==> config.mk <==
export PLATFORM = sky130hd
export DESIGN_NAME = instr_fetch
export DESIGN_NICKNAME = d
export VERILOG_FILES = /design/src/rtl/instr_fetch.sv
export SDC_FILE = /design/constraint.sdc
export NUM_CORES = 1
export LEC_CHECK = 0
export CORE_AREA = 2 2 116 118
export CTS_BUF_LIST = sky130_fd_sc_hd__clkbuf_4 sky130_fd_sc_hd__clkbuf_8
export CTS_CLUSTER_SIZE = 16
export DETAILED_ROUTE_END_ITERATION = 10
export DIE_AREA = 0 0 118 120
export GPL_TIMING_DRIVEN = 0
export PLACE_DENSITY = 0.82
export SYNTH_ARGS = -nofsm -noshare
export SYNTH_HDL_FRONTEND = slang
export SYNTH_SLANG_ARGS = --single-unit
==> constraint.sdc <==
create_clock -name clk -period 6.3 [get_ports clk]
set_input_delay 1.26 -clock clk [delete_from_list [all_inputs] [get_ports clk]]
set_output_delay 1.26 -clock clk [all_outputs]
set_load 0.005 [all_outputs]
==> src/rtl/instr_fetch.sv <==
// RV32I fetch stage: owns the PC, runs a single-outstanding request handshake to
// instruction memory and holds the fetched word and its PC for decode.
module instr_fetch #(
  parameter logic [31:0] RESET_PC = 32'h01000000,
  parameter logic [31:0] NOP_INST = 32'h00000013
) (
  input  logic        clk,
  input  logic        rst,
  output logic        imem_req,
  output logic [31:0] imem_addr,
  input  logic        imem_ack,
  input  logic [31:0] imem_rdata,
  output logic [31:0] inst_out,
  output logic [31:0] pc_out,
  output logic        inst_valid,
  input  logic        inst_ready,
  input  logic        redirect_en,
  input  logic [31:0] redirect_pc,
  output logic        misalign_err
);

  typedef enum logic [1:0] {S_REQ, S_HOLD, S_DROP, S_ERR} state_t;

  state_t      state_reg;
  logic [31:0] pc_reg;
  logic        redirect_ok;
  logic        redirect_bad;
  logic [31:0] target_pc;

  assign redirect_ok  = redirect_en && (redirect_pc[1:0] == 2'b00);
  assign redirect_bad = redirect_en && (redirect_pc[1:0] != 2'b00);
  assign target_pc    = redirect_ok ? redirect_pc : pc_reg;

  always_ff @(posedge clk or posedge rst) begin
    if (rst) begin
      state_reg    <= S_REQ;
      pc_reg       <= RESET_PC;
      imem_req     <= 1'b0;
      imem_addr    <= RESET_PC;
      inst_out     <= NOP_INST;
      pc_out       <= RESET_PC;
      inst_valid   <= 1'b0;
      misalign_err <= 1'b0;
    end else if (redirect_bad) begin
      // A misaligned target is fatal until reset; any in-flight ack is abandoned.
      state_reg    <= S_ERR;
      misalign_err <= 1'b1;
      inst_valid   <= 1'b0;
      inst_out     <= NOP_INST;
      imem_req     <= 1'b0;
    end else begin
      case (state_reg)
        S_REQ: begin
          if (!imem_req) begin
            // Idle slot (after reset or a redirect that hit an ack): issue now.
            pc_reg    <= target_pc;
            imem_addr <= target_pc;
            imem_req  <= 1'b1;
          end else if (redirect_ok) begin
            pc_reg <= redirect_pc;
            if (imem_ack) begin
              imem_req <= 1'b0;
            end else begin
              state_reg <= S_DROP;
            end
          end else if (imem_ack) begin
            inst_out   <= imem_rdata;
            pc_out     <= pc_reg;
            inst_valid <= 1'b1;
            pc_reg     <= pc_reg + 32'd4;
            imem_req   <= 1'b0;
            state_reg  <= S_HOLD;
          end
        end
        S_HOLD: begin
          if (redirect_ok || inst_ready) begin
            inst_valid <= 1'b0;
            inst_out   <= NOP_INST;
            pc_reg     <= target_pc;
            imem_addr  <= target_pc;
            imem_req   <= 1'b1;
            state_reg  <= S_REQ;
          end
        end
        S_DROP: begin
          // Address stays on the bus until the stale word arrives and is discarded.
          pc_reg <= target_pc;
          if (imem_ack) begin
            imem_addr <= target_pc;
            imem_req  <= 1'b1;
            state_reg <= S_REQ;
          end
        end
        S_ERR: begin
          imem_req   <= 1'b0;
          inst_valid <= 1'b0;
        end
      endcase
    end
  end

endmodule

==> impl_results.md, run 1 <==
- Clock Latency Late Sink: 0.44 ns
- Mapped Cells: 658
- Status: complete, no violations
- Remaining DRCs: 0
- Via count: 5954
- Main area contributors after synthesis: dfrtp_1, o21ai_0, mux2_2
- Mapped Nets: 733
- Worst setup EP type: flop
- RSZ-0062 raised after global routing: no
- Drt wl/cell: 19.4 um
- I/O Pins: 168
- Psw: 1520 uW
- Number of global-route vias before repair: 6102
- Setup crit start kind: input pin
- Post-Syn Area per Cell: 9.80 sq um
- Num CTS Buffers: 17
- Fin Clk Skew: 0.0131 ns
- Synth top area share: 0.493
- Max Clk Rate: 0.302 GHz
- Leakage power: 0.00367 uW
- Post_cts resized: 0
- Most frequent cell after synthesis: dfrtp_1
- Setup Fix Bufs, Post-CTS: 0
- CTS tree: yes
- Crit-path max FO: 10
- H-tree depth: 4
- GRT Total Usage: 0.290
- Layout cells sized above 1: 0.111
- Post-synth top cells: dfrtp_1, o21ai_0, nand2_1
- R2r setup slk: 3.51 ns
- Worst path required time: 6.59 ns
- Slew @ Worst Pin: 0.749 ns
- Die X: 118 um
- Post-synthesis sequential area ratio: 0.517
- DRT Pass-1 Iters: 5
- Max Cap Viol: 0
- Clock share of power: 0.179
- Die ar.: 0.0142 sq mm
- Final hold viol count: 0
- Slew Limit Fails: 0
- Initial antenna violation count: 0
- Reg power frac: 0.380
- WL final: 20.0 mm
- Reg clk slew, reported paths: 0.07 ns
- Worst path setup slack after routing: 2.99 ns
- Peak VDD IR: 0.319 mV
- Sw Ratio: 0.372
- Clock sink total: 133
- Die H: 120 um
- First-pass GRT wire length: 32.0 mm
- Worst Path Arrival: 3.60 ns
- Num rows: 42
- Asr flop ratio synth: 1.00
- DR iter-0 viols: 589
- YS warnings: 0
- Area Growth Syn to Fin: 36.0%
- CTS Root Cell: clkbuf_8
- Setup WS pre-CTS: 2.64 ns
- Final ANT Viol Nets: 0
- Core area: 0.0130 sq mm
- Starting Density: 0.497
- Deepest clock path buffer count: 2
- Largest net degree at the start of global routing: 80
- Nets: 919
- Diode count: 0
- Final-report setup violation count: 0
- Tcrit/Tclk final: 0.525
- Leading area contributor after synthesis: dfrtp_1
- Synth cell types: 58
- Gpl congestion: 0.917
- Critical path class: in -> reg
- Final HPWL DP: 14.8 mm
- Mapped cell area: 0.00645 sq mm
- Post-synth EDFFs: 0
- Cts-stage hold buffer count: 0
- Total power: 4070 uW
- DR vias/cell: 5.76
- HP Class: reg -> reg
- Placed cell count: 1001
- Pwr/cell area: 464 mW/mm^2
- Minimum clock period: 3.31 ns
- Seq cells post-synth: 133
- Internal power: 2560 uW
- Post-Layout Cell Count: 1033
- Combinational group share of total power: 0.441
- Grt total ovfl: 0
- I/O Buffers: 166
- Worst rel slew slack: 0.500
- Post-synth top flop: dfrtp_1
-- final timing paths --
path,start,end,cells after the start
setup / recovery,imem_ack,pc_reg[18],6
hold / removal,misalign_err,misalign_err,1
setup reg to reg,state_reg[0],pc_reg[16],8
hold reg to reg,misalign_err,misalign_err,1
max in group asynchronous,rst,pc_out[24],3
min in group asynchronous,rst,inst_out[10],2
-- per-stage QoR --
stage / util / setup TNS [ns] / hold slack (ns) / cell area (sq um)
6_report: 0.676 / 0 / 0.472 / 8770
5_1_grt: 0.676 / 0 / 0.503 / 8770
4_1_cts: 0.676 / 0 / 0.473 / 8770
3_5_place_dp: 0.644 / 0 / 0.456 / 8360
3_3_place_gp: 0.642 / -25.09 / 0.452 / 8330
2_1_floorplan: - / 0 / 0.459 / 6450
-- cell type report --
cell class	instances	area, sq um
plain buffers	45	203
clock buffers	24	312
clock inverters	8	98.8
fillers	1046	4210
inverters	37	144
multi-input cells	443	2770
flip-flops and latches	133	3340
well taps	176	220
repair buffers	167	1690
-- cells in the final DEF, fill, tap and decap left out, types with 6 or more instances in the layout --
cell type / n
a21oi_1: 46
ha_1: 6
dfstp_2: 6
nand3_1: 43
nand2_1: 62
inv_1: 36
nand4_1: 16
mux2i_1: 22
clkbuf_1: 35
nor2_1: 28
clkbuf_8: 23
nor3_1: 11
o21ai_0: 75
clkdlybuf4s50_1: 166
mux2_2: 29
dfrtp_1: 127
a21o_1: 9
a2bb2oi_1: 14
o22ai_1: 13
-- power by group through the flow --
stage / Clock (uW) / Sequential, uW / Combinational, uW
5_1_grt: 779 / 1590 / 1960
3_3_place_gp: 0 / 1530 / 1730
6_report: 730 / 1550 / 1800
4_1_cts: 741 / 1540 / 1800
2_1_floorplan: 0 / 1510 / 848
3_5_place_dp: 0 / 1550 / 1790
-- layer usage --
| metal | vias to the layer above | GRT usage | wire [um] |
|---|---|---|---|
| li1 | 2727 | - | - |
| met1 | 2874 | 0.361 | 8340 |
| met2 | 310 | 0.470 | 9320 |
| met3 | 43 | 0.0932 | 1790 |
| met4 | 0 | 0.117 | 586 |
| met5 | - | 0 | 0 |
-- worst max-delay path, cell delays in order --
cell and delay [ns]:
clkdlybuf4s50_1 0.59, and3b_2 0.24, or3_1 0.45, a21oi_2 0.40
clkbuf_1 0.51, a2bb2oi_1 0.15
-- logic make-up after synthesis --
| family | after synthesis | share of synthesized area |
|---|---|---|
| AOI/OAI and AO/OA | 187 | 0.173 |
| muxes | 51 | 0.0848 |
| buffers and inverters | 82 | 0.0530 |
| DFF | 133 | 0.517 |
| and+or+nand+nor | 198 | 0.159 |
| adders and majority gates | 6 | 0.0116 |
| xor gates and xnor gates | 1 | 0.00136 |
Note: power is estimated with default switching activity, not from simulation.
==> run 2: changes to the inputs <==
- CORE_AREA: 2 2 116 118 -> 2 2 122 124
- DIE_AREA: 0 0 118 120 -> 0 0 124 126
- PLACE_DENSITY: 0.82 -> 0.78
- clock period: 6.3 -> 3 ns (I/O delays scaled with it)
==> run 2 against run 1 <==
Compared with the run above: hold slack gained 0.0016 ns; clock-buffer cell count increased by 1; sequential share of layout area is 0.36 points lower; die area rose by 10%; clock skew shrank 0.0038 ns; critical endpoint is now pc_reg[16]; wire length fell by 3.7%; utilization is 5.7 points lower; final cell count rose by 0.97%; global-route usage decreased by 2.9 points.
==> impl_results.md, run 2 (synthesis results as in run 1) <==
- Worst setup EP type: flop
- Clock share of power: 0.196 (+0.017)
- Reg power frac: 0.374 (-0.006)
- CP max stage delay: 0.45 ns (-0.14 ns)
- Status: complete, no violations
- Critical path class: reg -> reg
- Post_cts resized: 0 (unchanged)
- Setup crit start kind: flop
- Crit-path max FO: 10 (unchanged)
- # fillers: 1217 (+16%)
- WL final: 19.3 mm (-3.7%)
- Post-Layout Cell Count: 1043 (+0.97%)
- Pwr/cell area: 975 mW/mm^2 (+110%)
- Psw: 3130 uW (+110%)
- Leakage power: 0.00370 uW (+0.81%)
- HP Class: in -> reg
- Num CTS Buffers: 17 (unchanged)
- Nets: 921 (+0.22%)
- GRT Total Usage: 0.261 (-0.0286)
- Design area: 0.00886 sq mm (+0.96%)
- Number of global-route vias before repair: 5933 (-2.8%)
- Die X: 124 um (+5.1%)
- Most frequent cells in the layout: clkdlybuf4s50_1, dfrtp_1, o21ai_0
- Num rows: 44 (+4.8%)
- First-pass GRT wire length: 31.4 mm (-2.1%)
- I/O Buffers: 166 (unchanged)
- DR iter-0 viols: 470 (-20%)
- Slew Limit Fails: 0 (unchanged)
- Final ANT Viol Nets: 0 (unchanged)
- Layout cells sized above 1: 0.113 (+0.00207)
- Area Growth Syn to Fin: 37.3%
- Worst rel slew slack: 0.429 (-0.0718)
- Clock Latency Late Sink: 0.44 ns (about the same)
- Starting Density: 0.451 (-0.0463)
- Internal power: 5510 uW (+120%)
- RSZ-0062 raised after global routing: no
- Total power: 8640 uW (+110%)
- Cts-stage hold buffer count: 0 (unchanged)
- Tcrit/Tclk final: 0.917
- Final HPWL DP: 14.2 mm (-3.9%)
- CTS tree: yes
- Max Clk Rate: 0.363 GHz
- Die H: 126 um (+5.0%)
- H-tree depth: 4 (unchanged)
- Fin Clk Skew: 0.00932 ns (-0.00380 ns)
- Setup Fix Bufs, Post-CTS: 0 (unchanged)
- Commonest non-fill, non-tap cell in the layout: clkdlybuf4s50_1
- Combinational group share of total power: 0.431 (-0.010)
- Grt total ovfl: 0 (unchanged)
- CTS Root Cell: clkbuf_8
- Slew @ Worst Pin: 0.855 ns (+0.106 ns)
- Worst hold margin: 0.473 ns (+0.00160 ns)
- Slowest stage cell, crit path: clkbuf_1
- Final hold viol count: 0 (unchanged)
- Critical path cell sequence: inv_1, ha_1, nand4b_1, nor3_1, clkbuf_1, nand2_1, o32ai_1, a21oi_1
- Drt wl/cell: 18.5 um (-4.7%)
- Core area: 0.0143 sq mm (+10%)
- Reg clk slew, reported paths: 0.07 ns (about the same)
- Worst Path Arrival: 3.06 ns (-0.54 ns)
- Placed cell count: 1011 (+1.0%)
- Minimum clock period: 2.75 ns
- Reg area: 0.00334 sq mm (unchanged)
- Die ar.: 0.0156 sq mm (+10%)
- Diode count: 0 (unchanged)
- Post-DP Area: 0.00841 sq mm (+0.49%)
- Remaining DRCs: 0 (unchanged)
- Peak VDD IR: 0.518 mV (+62%)
- Gpl congestion: 0.932 (+1.7%)
- Via count: 5783 (-2.9%)
- Largest net degree at the start of global routing: 39 (-51%)
- Clock sink total: 133 (unchanged)
- Worst path required time: 3.30 ns (-3.29 ns)
- DRT Pass-1 Iters: 5 (unchanged)
- Sw Ratio: 0.363 (-0.00949)
- DR vias/cell: 5.54 (-3.8%)
- Initial antenna violation count: 0 (unchanged)
- Deepest clock path buffer count: 2 (unchanged)
- Max Cap Viol: 0 (unchanged)
- Final-report setup violation count: 0 (unchanged)
- Area of the multi-input gates: 0.00277 sq mm (unchanged)
- I/O Pins: 168 (unchanged)
==> run 2: layout make-up <==
cell class                 instances  share of cell area
timing repair buffer             169               0.194
clock buffer                      25              0.0381
clock inverter                     7              0.0130
multi-input combinational        443               0.313
buffer                            45              0.0229
tap                              184              0.0260
inverter                          37              0.0161
sequential                       133               0.377
==> run 2: layer usage <==
layer | global-route usage | share of wire
met5 | 0 | 0
met4 | 0.0820 | 0.021
met3 | 0.101 | 0.10
met2 | 0.408 | 0.46
met1 | 0.336 | 0.41
==> run 2: path summary, 6_finish.rpt <==
check	start	to	slack (ns)	cells after the start
min in group asynchronous	rst	inst_out[7]	0.67	2
worst min-delay path	redirect_en	state_reg[1]	0.47	3
max in group asynchronous	rst	pc_reg[24]	1.41	4
worst max register to register	state_reg[0]	pc_reg[16]	0.25	8
worst max-delay path	state_reg[0]	pc_reg[16]	0.25	8
worst min register to register	misalign_err	misalign_err	0.48	1
==> run 2: power groups by stage <==
| stage | logic, uW | clock network, uW | registers (uW) |
|---|---|---|---|
| final | 3720 | 1690 | 3230 |
| after global routing | 4120 | 1800 | 3340 |
| after CTS | 3740 | 1720 | 3230 |
| after detailed placement | 3730 | 0 | 3240 |
| after global placement | 3640 | 0 | 3220 |
| after floorplan | 1780 | 0 | 3160 |
==> run 2: metrics by stage <==
stage / worst slack [ns] / setup TNS (ns) / util
after floorplan: 0.731 / 0 / -
after global placement: -0.452 / -56.31 / 0.583
after detailed placement: -0.0283 / -0.0405 / 0.587
after CTS: 0.301 / 0 / 0.619
after global routing: 0.0806 / 0 / 0.619
final: 0.248 / 0 / 0.619
==> run 2: worst max-delay path: cells and delay by family (launching register included) <==
family / cells / cell delay, ns
AOI/OAI and AO/OA: 2 / 0.41
adders and majority gates: 1 / 0.43
buffers and inverters: 2 / 0.55
DFF: 1 / 0.39
and+or+nand+nor: 3 / 0.83
